**config.mk**
```make
export PLATFORM = sky130hd
export DESIGN_NAME = cpu_mem_bridge
export DESIGN_NICKNAME = d
export VERILOG_FILES = /design/src/rtl/flunkyfive_pkg.sv /design/src/rtl/bridge_io_regs.sv /design/src/rtl/cpu_mem_bridge.sv
export SDC_FILE = /design/constraint.sdc
export NUM_CORES = 1
export LEC_CHECK = 0
export CAP_MARGIN = 20
export CORE_UTILIZATION = 40
export DETAILED_ROUTE_END_ITERATION = 16
export HOLD_SLACK_MARGIN = 0.03
export PLACE_DENSITY = 0.73
export SYNTH_ARGS = -nofsm -noshare
export SYNTH_HDL_FRONTEND = slang
export SYNTH_HIERARCHICAL = 1
export SYNTH_SLANG_ARGS = --single-unit
export TNS_END_PERCENT = 50
```
**constraint.sdc**
```tcl
create_clock -name clk -period 2.8 [get_ports clk]
set_input_delay 0.56 -clock clk [delete_from_list [all_inputs] [get_ports clk]]
set_output_delay 0.56 -clock clk [all_outputs]
set_load 0.1 [all_outputs]
```
**src/rtl/flunkyfive_pkg.sv**
```systemverilog
// Shared definitions for the CPU-side memory bridge.
//   - state_t        : bridge FSM encoding (IDLE / RAM_RD / ACK)
//   - OFF_*          : byte offsets of the IO registers inside the 16-byte block
//   - UNMAPPED_RDATA : value returned for reads of unmapped addresses
package flunkyfive_pkg;

  typedef enum logic [1:0] {
    ST_IDLE   = 2'd0,
    ST_RAM_RD = 2'd1,
    ST_ACK    = 2'd2
  } state_t;

  localparam logic [3:0] OFF_DOORBELL = 4'h0;
  localparam logic [3:0] OFF_SCRATCH  = 4'h4;
  localparam logic [3:0] OFF_ERR_ADDR = 4'h8;
  localparam logic [3:0] OFF_TIMER    = 4'hC;

  localparam logic [31:0] UNMAPPED_RDATA = 32'hDEAD_BEEF;

endpackage

```
**src/rtl/bridge_io_regs.sv**
```systemverilog
// IO register block of the CPU memory bridge.
// Holds DOORBELL/host_irq, SCRATCH, ERR_ADDR/err_flag and the optional
// free-running timer (present only when CPU_MEM_BRIDGE_TIMER_EN is defined).
// Ports:
//   clk, reset      : clock, synchronous active-high reset
//   sel             : one-cycle access strobe for this block
//   offset          : byte offset inside the block (bits [1:0] always zero)
//   wstrb, wdata    : write strobes (0 = read) and write data
//   err_set         : unmapped access seen this cycle, capture err_addr_in
//   err_addr_in     : faulting CPU byte address
//   host_irq_clr    : host clears the doorbell interrupt
//   rdata           : combinational read data for the selected offset
//   host_irq        : doorbell interrupt level
//   err_flag        : sticky unmapped-access flag
module bridge_io_regs
  import flunkyfive_pkg::*;
(
  input  logic        clk,
  input  logic        reset,
  input  logic        sel,
  input  logic [3:0]  offset,
  input  logic [3:0]  wstrb,
  input  logic [31:0] wdata,
  input  logic        err_set,
  input  logic [31:0] err_addr_in,
  input  logic        host_irq_clr,
  output logic [31:0] rdata,
  output logic        host_irq,
  output logic        err_flag
);

  logic        wr;
  logic [31:0] scratch;
  logic [31:0] err_addr;

  assign wr = sel && (wstrb != 4'h0);

  // Doorbell: a write in the same cycle as a host clear keeps the interrupt
  // asserted, so a ring from the CPU is never lost.
  always_ff @(posedge clk) begin
    if (reset) begin
      host_irq <= 1'b0;
    end else if (wr && offset == OFF_DOORBELL) begin
      host_irq <= 1'b1;
    end else if (host_irq_clr) begin
      host_irq <= 1'b0;
    end
  end

  always_ff @(posedge clk) begin
    if (reset) begin
      scratch <= '0;
    end else if (wr && offset == OFF_SCRATCH) begin
      for (int b = 0; b < 4; b++) begin
        if (wstrb[b]) scratch[8*b +: 8] <= wdata[8*b +: 8];
      end
    end
  end

  // An unmapped access and an ERR_ADDR write never share a cycle, since the
  // bridge issues one access per transaction.
  always_ff @(posedge clk) begin
    if (reset) begin
      err_addr <= '0;
      err_flag <= 1'b0;
    end else if (err_set) begin
      err_addr <= err_addr_in;
      err_flag <= 1'b1;
    end else if (wr && offset == OFF_ERR_ADDR) begin
      err_flag <= 1'b0;
    end
  end

`ifdef CPU_MEM_BRIDGE_TIMER_EN
  logic [31:0] timer;

  // Full-word load regardless of strobes; otherwise free-running with wrap.
  always_ff @(posedge clk) begin
    if (reset) begin
      timer <= '0;
    end else if (wr && offset == OFF_TIMER) begin
      timer <= wdata;
    end else begin
      timer <= timer + 32'd1;
    end
  end
`endif

  always_comb begin
    rdata = '0;
    case (offset)
      OFF_DOORBELL: rdata = {31'b0, host_irq};
      OFF_SCRATCH:  rdata = scratch;
      OFF_ERR_ADDR: rdata = err_addr;
`ifdef CPU_MEM_BRIDGE_TIMER_EN
      OFF_TIMER:    rdata = timer;
`else
      OFF_TIMER:    rdata = '0;
`endif
      default:      rdata = '0;
    endcase
  end

endmodule

```
**src/rtl/cpu_mem_bridge.sv**
```systemverilog
// Bridges the PicoRV32 native memory bus onto port B of the shared RAM and a
// small IO register block. Addresses decode into the RAM window
// (0 .. (4<<ADDR_WIDTH)-1), the 16-byte IO block at IO_BASE, and an error
// region covering everything else.
// Optional feature macro: CPU_MEM_BRIDGE_TIMER_EN (adds the timer at IO 0xC).
// Ports:
//   clk, reset                      : clock, synchronous active-high reset
//   mem_valid/addr/wdata/wstrb      : CPU request (wstrb == 0 means read)
//   mem_ready, mem_rdata            : registered completion pulse and read data
//   ram_we, ram_addr, ram_wdata     : shared-RAM port B controls
//   ram_q                           : port B read data (one-cycle latency)
//   host_irq, host_irq_clr          : doorbell interrupt to host and its clear
//   err_flag                        : sticky unmapped-access flag
module cpu_mem_bridge
  import flunkyfive_pkg::*;
#(
  parameter int          ADDR_WIDTH = 14,
  parameter logic [31:0] IO_BASE    = 32'h1000_0000
) (
  input  logic                  clk,
  input  logic                  reset,
  input  logic                  mem_valid,
  input  logic [31:0]           mem_addr,
  input  logic [31:0]           mem_wdata,
  input  logic [3:0]            mem_wstrb,
  output logic                  mem_ready,
  output logic [31:0]           mem_rdata,
  output logic [3:0]            ram_we,
  output logic [ADDR_WIDTH-1:0] ram_addr,
  output logic [31:0]           ram_wdata,
  input  logic [31:0]           ram_q,
  output logic                  host_irq,
  input  logic                  host_irq_clr,
  output logic                  err_flag
);

  // Window size computed in 64 bits so a large ADDR_WIDTH cannot wrap it.
  localparam logic [63:0] RAM_BYTES = 64'd4 << ADDR_WIDTH;

  state_t      state, state_next;
  logic        ram_hit, io_hit;
  logic [31:0] io_off;
  logic        io_sel, err_set, ready_next;
  logic [31:0] io_rdata, rdata_next;

  assign ram_hit   = ({32'd0, mem_addr} < RAM_BYTES);
  // Unsigned subtraction: addresses below IO_BASE wrap to large values.
  assign io_off    = mem_addr - IO_BASE;
  assign io_hit    = !ram_hit && (io_off < 32'd16);
  assign ram_addr  = mem_addr[ADDR_WIDTH+1:2];
  assign ram_wdata = mem_wdata;

  always_comb begin
    state_next = state;
    ram_we     = 4'h0;
    io_sel     = 1'b0;
    err_set    = 1'b0;
    ready_next = 1'b0;
    rdata_next = mem_rdata;
    case (state)
      ST_IDLE: begin
        if (mem_valid) begin
          if (ram_hit) begin
            if (mem_wstrb != 4'h0) begin
              ram_we     = mem_wstrb;
              ready_next = 1'b1;
              state_next = ST_ACK;
            end else begin
              state_next = ST_RAM_RD;
            end
          end else begin
            io_sel     = io_hit;
            err_set    = !io_hit;
            ready_next = 1'b1;
            state_next = ST_ACK;
            if (mem_wstrb == 4'h0) begin
              rdata_next = io_hit ? io_rdata : UNMAPPED_RDATA;
            end
          end
        end
      end
      ST_RAM_RD: begin
        rdata_next = ram_q;
        ready_next = 1'b1;
        state_next = ST_ACK;
      end
      // The CPU still holds mem_valid here; ignoring it avoids a re-issue.
      ST_ACK:  state_next = ST_IDLE;
      default: state_next = ST_IDLE;
    endcase
  end

  // Stage boundary: FSM state, registered ready pulse and read data.
  always_ff @(posedge clk) begin
    if (reset) begin
      state     <= ST_IDLE;
      mem_ready <= 1'b0;
      mem_rdata <= '0;
    end else begin
      state     <= state_next;
      mem_ready <= ready_next;
      mem_rdata <= rdata_next;
    end
  end

  bridge_io_regs u_io_regs (
    .clk         (clk),
    .reset       (reset),
    .sel         (io_sel),
    .offset      ({io_off[3:2], 2'b00}),
    .wstrb       (mem_wstrb),
    .wdata       (mem_wdata),
    .err_set     (err_set),
    .err_addr_in (mem_addr),
    .host_irq_clr(host_irq_clr),
    .rdata       (io_rdata),
    .host_irq    (host_irq),
    .err_flag    (err_flag)
  );

endmodule

```
==> flow_summary.yaml, run 1 <==
sta:
  setup_violations: 0
  hold_violations: 0
  fmaxAchievable_mhz: 360
  worst_pin_slew_ns: 0.735
  maxSlewHeadroom_pct: 50.9
  final_max_slew_viol_count: 0
  fin_crit_sh_pct: 99.1
  clock_skew_ns: 0.00724
  period_minus_slack_ns: 2.77
status:
  status: "complete, no violations"
floorplanning:
  die_area_um2: 13000
  start_util_pct: 41.5
  die_w_um: 114
  die_h_um: 114
  coreArea_um2: 12100
  io_pins: 189
  rows: 40
synthesis:
  synth_seq_cells: 101
  yosysWarnings: 6
  synth_xor_area_share_pct: 0
  synth_fa_ha_area_share_pct: 0
  synth_top_area_share_pct: 40.2
  synth_top_cell_by_area: "dfxtp_1"
  synth_compound_area_share_pct: 13.8
  seq_area_frac_synth_pct: 40.2
  synth_top_family_by_area: "simple AND/OR/NAND/NOR gates"
  netlist_area_um2: 5030
  synth_cells: 519
  ys_async_sr_fraction_pct: 0
  synth_mux_area_share_pct: 14.5
  ys_top_cells_by_area: "dfxtp_1, mux2i_1, nand2b_1"
  synth_ff_type: "dfxtp_1"
  synth_enable_flop_cells: 0
  synth.avg_cell_area_um2: 9.69
  yosys.area_share.simple_pct: 20.5
  synth_cell_type_count: 41
clocking:
  clk_pin_slew_ns: 0.06
  htree_levels: 3
  clock_path_buffers: 2
  cts_num_sinks: 101
  cts_buffers: 9
  cts_tree: "built"
  cts_root_buffer: "clkbuf_16"
  clock_latency_ns: 0.33
routing:
  first_pass_iters: 4
  wirelength_um: 14100
  viasPerCell: 5.09
  drtIter0Drc: 186
  routedWlPerCell_um: 16.6
  drc: 0
  ant_nets: 0
  num_vias: 4324
finish:
  diodes: 0
  syn_to_final_growth_pct: 47.6
  final_util_pct: 61.3
  layout.nets: 782
  drive_gt1_share_pct: 27.3
  fin_cells: 849
pwr:
  p_seq_share_pct: 41.6
  powerDensity_nw_per_um2: 485
  p_leak_uw: 0.00303
  ir_drop_v: 0.000304
  p_total_uw: 3600
  netSwitchingFraction_pct: 28.8
  combinationalPowerShare_pct: 22.6
  p_int_uw: 2560
  switching_power_uw: 1040
  clkPwrFrac_pct: 35.8
place:
  numPortBuffers: 188
  dp.cells: 835
  gp_congestion: 0.799
  dp_hpwl_um: 10400
worst_setup_path:
  rrSetupSlack_ns: 0.89
  cpPeakStageDelay_ns: 0.44
  cp_max_fo: 4
  crit_type: "in -> out"
  cp-start-kind: "input port"
  crit_required_ns: 2.24
  crit_slowest_cell: "clkdlybuf4s50_1"
  end_kind: "primary output"
  arrival_ns: 2.21
  path_cells: "clkdlybuf4s50_1 > nor4_1 > nand4_1 > nor2_4 > and2_4 > buf_12"
worst_hold_path:
  hp-class: "reg -> reg"
global_route:
  antenna_found_initial: 0
  grt_pass1_vias: 4400
  grt_pass1_wl_um: 22400
  grtUsageTotal_pct: 22.0
  overflow: 0
  grt_start_max_net_pins: 50
flow_run:
  cap_violations: 0
worst paths after layout:
kind | endpoint | cells after the start | from
max | ram_we[2] | 6 | mem_addr[24]
min | u_io_regs/scratch[31]$_SDFFE_PP0P_ | 2 | u_io_regs/scratch[31]$_SDFFE_PP0P_
max reg2reg | u_io_regs/scratch[22]$_SDFFE_PP0P_ | 6 | state[0]$_SDFFE_PP0N_
min reg2reg | u_io_regs/scratch[31]$_SDFFE_PP0P_ | 2 | u_io_regs/scratch[31]$_SDFFE_PP0P_
critical path: cells and delay by family:
kind,cells,cell delay [ns]
buf+inv,2,0.61
simple gates,4,1.04
cells in the mapped netlist, types with 2 or more instances:
| cell type | number |
|---|---|
| a21oi_1 | 4 |
| a22o_1 | 39 |
| and2_1 | 3 |
| and3_1 | 4 |
| buf_2 | 13 |
| buf_4 | 51 |
| buf_6 | 4 |
| clkbuf_1 | 14 |
| dfxtp_1 | 101 |
| mux2_2 | 8 |
| mux2i_1 | 64 |
| nand2_1 | 4 |
| nand2b_1 | 67 |
| nor2_1 | 84 |
| nor2b_1 | 3 |
| nor3_1 | 2 |
| nor4_1 | 8 |
| o221a_1 | 2 |
| o221a_2 | 22 |
area by class of cell:
cell class / count / area [µm²]
clock buffers: 10 / 229
clock inverters: 4 / 75.1
fillers: 1031 / 4690
multi-input cells: 340 / 2540
flip-flops and latches: 101 / 2020
well taps: 168 / 210
repair buffers: 226 / 2350
what timing repair did:
item	4_1_cts	5_1_grt
buffers inserted	0	0
endpoints found under the setup margin	4	3
resized for setup	4	7
pin swaps	2	4
gates cloned	0	0
hold buffers	0	0
cell usage in the layout, fill, tap and decap left out, drive strengths merged:
cell,instances
buf,124
dfxtp,101
clkdlybuf4s50,100
nor2,84
nand2b,67
mux2i,64
a22o,39
o221a,24
clkbuf,10
nor4,9
mux2,8
conb,6
and3,5
a21oi,5
and2,4
nand2,4
nor2b,3
nor3,2
bufinv,2
clkinvlp,2
dlymetal6s2s,2
nor4b,2
and4,2
nand3,2
or4,2
nand4,1
nor3b,1
a211oi,1
o21ai,1
a31oi,1
and4b,1
a22oi,1
a311oi,1
power by group through the flow:
stage	logic, µW	registers (µW)	clock network, µW
after floorplan	457	1580	0
after global placement	805	1530	0
after detailed placement	812	1530	0
after CTS	817	1500	1320
after global routing	848	1500	1390
final	815	1500	1290
per-stage QoR:
stage	setup WS (ns)	area (µm²)	TNS (ns)	hold slack (ns)
finish	0.0258	7430	0	0.477
global route	-0.0123	7430	-0.0144	0.491
CTS	0.0131	7410	0	0.478
detailed placement	-0.201	7080	-4.09	0.467
global placement	-0.165	7060	-5.99	0.458
floorplan	0.164	5050	0	0.449
logic make-up after synthesis:
logic type | after synthesis
buffers and inverters | 83
AO/OA/AOI/OAI | 73
multiplexers | 72
other | 1
AND/OR/NAND/NOR | 189
flip-flops | 101
sequential cells by signal, indices dropped and copies added, names as in the netlist:
signal / flops
u_io_regs/err_flag: 1
u_io_regs/host_irq: 1
state: 2
mem_rdata: 32
u_io_regs/scratch: 32
mem_ready: 1
u_io_regs/err_addr: 32
routing by layer:
| layer | part of all wire (%) | wire length, µm | GRT usage, % | vias up |
|---|---|---|---|---|
| li1 | - | - | - | 2092 |
| met1 | 43 | 6090 | 26.8 | 2051 |
| met2 | 49 | 6960 | 39.0 | 162 |
| met3 | 5.8 | 820 | 4.50 | 19 |
| met4 | 1.6 | 223 | 6.58 | 0 |
| met5 | 0 | 0 | 0 | - |
Note: power is estimated with default switching activity, not from simulation.
==> run 2: changes to the inputs <==
Settings changed: CORE_MARGIN set to 1.5, GPL_ROUTABILITY_DRIVEN set to 0, SLEW_MARGIN set to 20.
==> run 2 against run 1 <==
Critical path depth is the same. First-iteration DRC count shrank 3.2%. Clock power shrank 15%. Clock skew is essentially flat. Non-clock buffer count grew 5. Count of clock-buffer cells in the layout grew 2. Hold slack gained 0.0016 ns. Core utilization shrank 0.44 points.
==> flow_summary.yaml, run 2 (same netlist as run 1, synthesis figures left out) <==
sta:
  clock_skew_ns: 0.00721
  fmaxAchievable_mhz: 369
  hold_slack_ns: 0.478
  final_max_slew_viol_count: 0
  rsz0062_at_grt: "false"
  hold_violations: 0
  setup_violations: 0
  setup_slack_ns: 0.0881
  worst_pin_slew_ns: 0.682
  maxSlewHeadroom_pct: 54.4
  fin_crit_sh_pct: 96.9
  period_minus_slack_ns: 2.71
finish:
  layout.nets: 787
  drive_gt1_share_pct: 27.7
  syn_to_final_growth_pct: 47.2
  multi_input_area_um2: 2550
  fill_cells: 1021
  final_common_cell: "dfxtp_1"
  mostFrequentLayoutCells: "dfxtp_1, buf_4, clkdlybuf4s50_1"
  fin_cells: 854
  final-seq-area_um2: 2020
  reg_top3: "mem_rdata (32), u_io_regs/err_addr (32), u_io_regs/scratch (32)"
  final_util_pct: 60.9
  diodes: 0
routing:
  num_vias: 4306
  first_pass_iters: 4
  wirelength_um: 14200
  drc: 0
  ant_nets: 0
  routedWlPerCell_um: 16.6
  viasPerCell: 5.04
  drtIter0Drc: 180
clocking:
  cts_num_sinks: 101
  clock_latency_ns: 0.34
  cts.hold.buffers_added: 0
  clk_pin_slew_ns: 0.06
  cts_tree: "built"
  htree_levels: 3
  cts_buffers: 9
  cts_root_buffer: "clkbuf_16"
  clock_path_buffers: 2
worst_setup_path:
  path_cells: "clkdlybuf4s50_1 > nor4_2 > nand4_1 > nor2_4 > and2_4 > buf_12"
  crit_slowest_cell: "clkdlybuf4s50_1"
  startpoint: "mem_addr[25]"
  crit_type: "in -> out"
  cp-start-kind: "input port"
  crit_required_ns: 2.24
  arrival_ns: 2.15
  cpPeakStageDelay_ns: 0.44
  cp_max_fo: 4
  worstReg2RegStart: "state[0]$_SDFFE_PP0N_"
  end_kind: "primary output"
floorplanning:
  die_w_um: 115
  die_area_um2: 13300
  start_util_pct: 41.4
  die_h_um: 115
  io_pins: 189
  coreArea_um2: 12200
  rows: 40
global_route:
  grtUsageTotal_pct: 21.2
  overflow: 0
  grt_start_max_net_pins: 56
  grt_pass1_wl_um: 21900
  antenna_found_initial: 0
  grt_pass1_vias: 4221
pwr:
  p_int_uw: 2380
  netSwitchingFraction_pct: 30.1
  powerDensity_nw_per_um2: 460
  p_total_uw: 3410
  clkPwrFrac_pct: 32.2
  p_leak_uw: 0.00304
  switching_power_uw: 1030
  combinationalPowerShare_pct: 23.9
  p_seq_share_pct: 43.9
  ir_drop_v: 0.000278
place:
  dp_hpwl_um: 10500
  dp.cells: 838
  numPortBuffers: 188
  place_ws_ns: -0.338
worst_hold_path:
  hold_path_startpoint: "u_io_regs/scratch[16]$_SDFFE_PP0P_"
  hp-class: "reg -> reg"
flow_run:
  cap_violations: 0
status:
  status: "complete, no violations"
run 2: cell count changes in the layout (fill, tap and decap cells not counted), moves of 2 or more:
cell,change
buf_12,-2
buf_4,+7
bufinv_16,-2
clkbuf_1,+2
clkdlybuf4s50_1,-2
dlymetal6s2s_1,+2
run 2: cell type report:
cell class	count	area share, %
multi-input combinational	340	34.5
clock inverter	2	0.169
clock buffer	12	3.19
tap	168	2.84
timing repair buffer	231	32.0
sequential	101	27.3
run 2: routing by layer:
layer	up-vias	global-route usage (%)	share of wire, %
li1	2093	-	-
met1	2060	26.2	44
met2	140	37.8	50
met3	13	4.64	5.2
met4	0	5.10	0.91
met5	-	0	0
run 2: through the flow:
step | cell area (µm²) | TNS, ns
floorplan | 5050 | 0
global placement | 7060 | -5.41
detailed placement | 7080 | -1.76
CTS | 7360 | 0
global route | 7400 | 0
finish | 7400 | 0
run 2: path summary, 6_finish.rpt:
check | end | slack [ns] | cells past startpoint
max reg2reg | u_io_regs/scratch[25]$_SDFFE_PP0P_ | 0.89 | 6
max | ram_we[3] | 0.09 | 6
min | u_io_regs/scratch[16]$_SDFFE_PP0P_ | 0.48 | 2
min reg2reg | u_io_regs/scratch[16]$_SDFFE_PP0P_ | 0.48 | 2
run 2: worst max-delay path, delay by kind of cell:
| family | cells | cell delay, ns |
|---|---|---|
| buffers and inverters | 2 | 0.61 |
| AND/OR/NAND/NOR | 4 | 0.98 |
run 2: repair_timing:
action,CTS,global route
gates resized for setup,5,10
setup buffers,1,1
setup endpoints to repair,4,4
pin swaps,2,4
gates cloned,0,0
run 2: power by group through the flow:
stage          logic, µW  clock network (µW)  registers [µW]
4_1_cts              816                1130            1500
3_5_place_dp         811                   0            1530
3_3_place_gp         802                   0            1530
5_1_grt              848                1180            1500
2_1_floorplan        457                   0            1580
6_report             814                1100            1500
